<file path="config.mk">
export PLATFORM = sky130hd
export DESIGN_NAME = prewish_dipread
export DESIGN_NICKNAME = d
export VERILOG_FILES = /design/src/rtl/prewish_dipread.sv
export SDC_FILE = /design/constraint.sdc
export NUM_CORES = 1
export LEC_CHECK = 0
export CAP_MARGIN = 20
export CORE_AREA = 4 4 97 99
export CTS_CLUSTER_DIAMETER = 120
export DETAILED_ROUTE_END_ITERATION = 7
export DIE_AREA = 0 0 101 103
export GPL_ROUTABILITY_DRIVEN = 0
export PLACE_DENSITY_LB_ADDON = 0.2
export RECOVER_POWER = 25
export SKIP_CTS_REPAIR_TIMING = 1
export SLEW_MARGIN = 20
export SYNTH_ARGS = -nofsm -noshare
export SYNTH_HDL_FRONTEND = slang
export SYNTH_SLANG_ARGS = --single-unit
</file>
<file path="constraint.sdc">
create_clock -name CLK_I -period 4.6 [get_ports CLK_I]
set_clock_uncertainty 0.2 [all_clocks]
set_input_delay 0.69 -clock CLK_I [delete_from_list [all_inputs] [get_ports CLK_I]]
set_output_delay 0.69 -clock CLK_I [all_outputs]
set_load 0.05 [all_outputs]
</file>
<file path="src/rtl/prewish_dipread.sv">
// prewish_dipread: debounced active-low DIP reader answering masked snapshots over a strobe/ack handshake
module prewish_dipread #(
  parameter int TICK_BITS    = 14,
  parameter int STABLE_COUNT = 8,
  parameter int ALIVE_BITS   = 22
) (
  input  logic       CLK_I,
  input  logic       RST_I,
  input  logic       STB_I,
  input  logic [7:0] DAT_I,
  input  logic [7:0] i_dip,
  output logic       STB_O,
  output logic [7:0] DAT_O,
  output logic [7:0] o_chg,
  output logic       o_alive
);
  typedef enum logic [1:0] {IDLE, CAPTURE, ACK} state_t;
  localparam logic [3:0] LAST = 4'(STABLE_COUNT - 1);
  state_t                r_state, w_next;
  logic [7:0]            r_sync1, r_sync2, r_stable, r_mask, w_sw, w_tog;
  logic [3:0]            r_cnt [8];
  logic [TICK_BITS-1:0]  r_pre;
  logic [ALIVE_BITS-1:0] r_alive;
  logic                  w_tick;
  assign w_sw    = ~r_sync2;
  assign w_tick  = &r_pre;
  assign o_alive = r_alive[ALIVE_BITS-1];
  always_comb begin
    w_tog = '0;
    for (int i = 0; i < 8; i++)
      w_tog[i] = w_tick && (w_sw[i] != r_stable[i]) && (r_cnt[i] == LAST);
  end
  always_comb
    w_next = (r_state == IDLE) ? (STB_I ? CAPTURE : IDLE) : (r_state == CAPTURE) ? ACK : IDLE;
  always_ff @(posedge CLK_I or negedge RST_I)
    if (!RST_I) r_state <= IDLE;
    else        r_state <= w_next;
  always_ff @(posedge CLK_I or negedge RST_I)
    if (!RST_I) begin
      r_sync1  <= 8'hFF;
      r_sync2  <= 8'hFF;
      r_stable <= '0;
      r_mask   <= '0;
      r_pre    <= '0;
      r_alive  <= '0;
      STB_O    <= 1'b0;
      DAT_O    <= '0;
      o_chg    <= '0;
      for (int i = 0; i < 8; i++) r_cnt[i] <= '0;
    end else begin
      r_sync1  <= i_dip;
      r_sync2  <= r_sync1;
      r_pre    <= r_pre + 1'b1;
      r_alive  <= r_alive + 1'b1;
      // a matching level or an accepted change both restart the run
      for (int i = 0; i < 8; i++)
        if (w_tick) r_cnt[i] <= (w_sw[i] == r_stable[i] || w_tog[i]) ? 4'd0 : r_cnt[i] + 4'd1;
      r_stable <= r_stable ^ w_tog;
      if (r_state == IDLE && STB_I) r_mask <= DAT_I;
      STB_O <= (r_state == CAPTURE);
      if (r_state == CAPTURE) DAT_O <= r_stable & r_mask;
      o_chg <= (o_chg & ~((r_state == CAPTURE) ? r_mask : 8'h00)) | w_tog;
    end
endmodule
</file>
==> flow_summary.ini <==
[pwr]
irDropWorstVdd_v = 0.0003125
power_density_nw_per_um2 = 400.1
power_leakage_nw = 2.758

[grt]
grt_max_degree = 57
overflow = 0
grt_antenna_before_repair = 0
grt_usage = 0.1870
grt_pass1_wl_mm = 15.14
grt_pass1_vias = 3252

[worst_setup_path]
crit_family = buffers and inverters
path_max_fanout = 54
cpMaxStageDelayCell = clkbuf_1
cpPeakStageDelay_ns = 1.91
cp_cell_sequence = clkbuf_1 -> buf_4
worst_setup_path_start_kind = input pin
end_kind = asynchronous set/reset pin
cp_data_required_time_ns = 5.00
arrival_ns = 3.27
path_class = input pin to asynchronous set/reset pin
path_buf_inv = 2

[cts]
cts_buffers = 17
cts_buffer_depth = 2
cts_tree = yes
clkSlewWorstSetupHoldPaths_ns = 0.06
insertion_delay_ns = 0.51
clock_sinks = 119
ctsHtreeMaxLevel = 4
cts_root_buf = clkbuf_8

[sta]
relSlewSlack = -0.8283
worstMarginPinSlew_ns = 2.743
rsz0062_at_grt = no
final_hold_viol_count = 0
drv_slew = 55
fin_crit_ns = 2.865
fin_tns_setup_ns = 0
fin_crit_sh = 0.6229
fmax_mhz = 349.0
setup_violations = 0
whs_ns = 0.1493

[detailed_routing]
drt-wirelength-per-cell_um = 14.18
drc = 0
first_iter_violations = 156
vias_per_cell = 5.403
wl_mm = 8.803
vias = 3355
ant_nets = 0
firstDrtPassIters = 4

[final_layout]
syn_to_final_growth_pct = 20.59
drive_above_1_share = 0.1326
final_cells = 621
nets = 529
n_antenna_cell = 0

[synthesis]
yosysSeqAreaShare = 0.5966
synthCells = 451
synth_area_leaders = dfrtp_1, dfstp_2, nand2_1
netlist_area_um2 = 5025
synth_warnings = 0
synth_top_cell_area_share = 0.5129
avgSynthCellArea_um2 = 11.14
synth.distinct_cells = 40
synth_enable_flop_cells = 0
synthArstFlopShare = 1.000
ys.flop_type = dfrtp_1
synth-seq-cells = 119
synth_top_area_cell = dfrtp_1
syn_nets = 480

[run]
maxCapViolations = 1

[floorplan]
die_area_um2 = 10400
io-pin-count = 37
core_um2 = 8551
initial_core_util = 0.5876
die_w_um = 101
dieHeight_um = 103
rows = 34

[min_path]
hold_class = flip-flop to flip-flop

[placed_design]
placed_cells = 589
portBuffers = 36
dp_hpwl_mm = 6.084

[status]
violations = max-capacitance violations, max-slew violations
status = finished, violations left
-- cells in the mapped netlist (2+ instances only) --
library cell and instances:
inv_1 12, o21ai_0 45, ha_1 10, mux2_2 8
nand4_1 8, nand2_1 67, nor3_1 3, and3b_1 5
and4_1 3, nor2_1 24, dfstp_2 16, o22ai_1 2
nor2b_1 6, o31ai_1 13, or2_4 3, nand4_2 2
nand3_1 32, o41ai_2 3, clkbuf_1 7, nand3b_1 8
o41ai_1 4, xor2_1 21, nand2b_1 12, dfrtp_1 103
xnor2_1 19
-- flip-flops by register name (all words and copies together) (netlist names) --
signal    flops
DAT_O         8
STB_O         1
o_chg         8
r_alive      22
r_cnt        32
r_mask        8
r_pre        14
r_stable      8
r_state       2
r_sync1       8
r_sync2       8
-- cell type report --
type | count | area [µm²]
repair buffers | 39 | 376.6
clock buffers | 20 | 435.4
well taps | 108 | 135.1
flip-flops and latches | 119 | 2998
clock inverters | 12 | 128.9
multi-input cells | 310 | 1937
inverters | 13 | 48.80
fillers | 593 | 2491
-- logic make-up (layout without fill, tap and decap cells) --
logic type / count (synthesis) / in the layout / synth area share
multiplexers: 8 / 8 / 0.01793
adder cells (fa/ha/maj): 10 / 10 / 0.02490
buffers and inverters: 22 / 84 / 0.01793
AND/OR/NAND/NOR: 182 / 182 / 0.1853
AO/OA/AOI/OAI: 70 / 70 / 0.08765
XOR/XNOR: 40 / 40 / 0.06972
flip-flops: 119 / 119 / 0.5966
-- metal layers --
layer / vias to the layer above / routed length (µm) / track usage
li1: 1670 / - / -
met1: 1631 / 4110 / 0.2415
met2: 48 / 4260 / 0.3003
met3: 6 / 360 / 0.05886
met4: 0 / 71 / 0.06748
met5: - / 0 / 0
-- where the power goes --
part | total [mW] | switching (mW) | internal, mW
combinational | 0.0932 | 0.0541 | 0.0391
sequential | 1.10 | 0.0206 | 1.08
clock | 1.23 | 0.447 | 0.781
total | 2.42 | 0.521 | 1.90
-- path summary, 6_finish.rpt --
path	depth (start not counted)	start	endpoint	slack, ns
setup / recovery	2	RST_I	r_sync1[0]$_DFF_PN1_	1.73
hold / removal	0	r_sync1[4]$_DFF_PN1_	r_sync2[4]$_DFF_PN1_	0.15
setup reg to reg	5	r_pre[0]$_DFF_PN0_	r_cnt[19]$_DFFE_PN0P_	2.08
hold reg to reg	0	r_sync1[4]$_DFF_PN1_	r_sync2[4]$_DFF_PN1_	0.15
max in group CLK_I	1	o_chg[6]$_DFF_PN0_	o_chg[6]	2.03
min in group asynchronous	1	RST_I	r_cnt[18]$_DFFE_PN0P_	0.85
-- stage by stage --
step	utilization	setup WS (ns)	power [mW]	cell area, µm²
floorplan	-	2.447	1.161	5025
global placement	0.6431	2.166	1.212	5499
detailed placement	0.6431	2.071	1.217	5499
CTS	0.7091	1.993	2.457	6063
global route	0.7087	1.202	2.521	6060
finish	0.7087	1.735	2.424	6060
-- cell usage in the layout (no fill, tap or decap), types with 3 or more instances in the layout --
cell type	n
xor2_1	21
mux2_2	8
xnor2_1	19
dfrtp_1	103
dlygate4sd3_1	8
clkbuf_1	3
nor2_1	24
clkinv_2	4
clkdlybuf4s50_1	27
o31ai_1	13
o41ai_1	4
buf_4	3
ha_1	10
nand3_1	32
inv_1	12
dfstp_2	16
o21ai_0	45
nor3_1	3
nand4_1	8
nand3b_1	8
clkinv_4	3
nor2b_1	6
clkinvlp_4	3
and3b_1	5
or2_4	3
clkbuf_16	16
and4_1	3
nand2b_1	12
nand2_1	67
o41ai_2	3
Power figures use the tool's default switching activity.
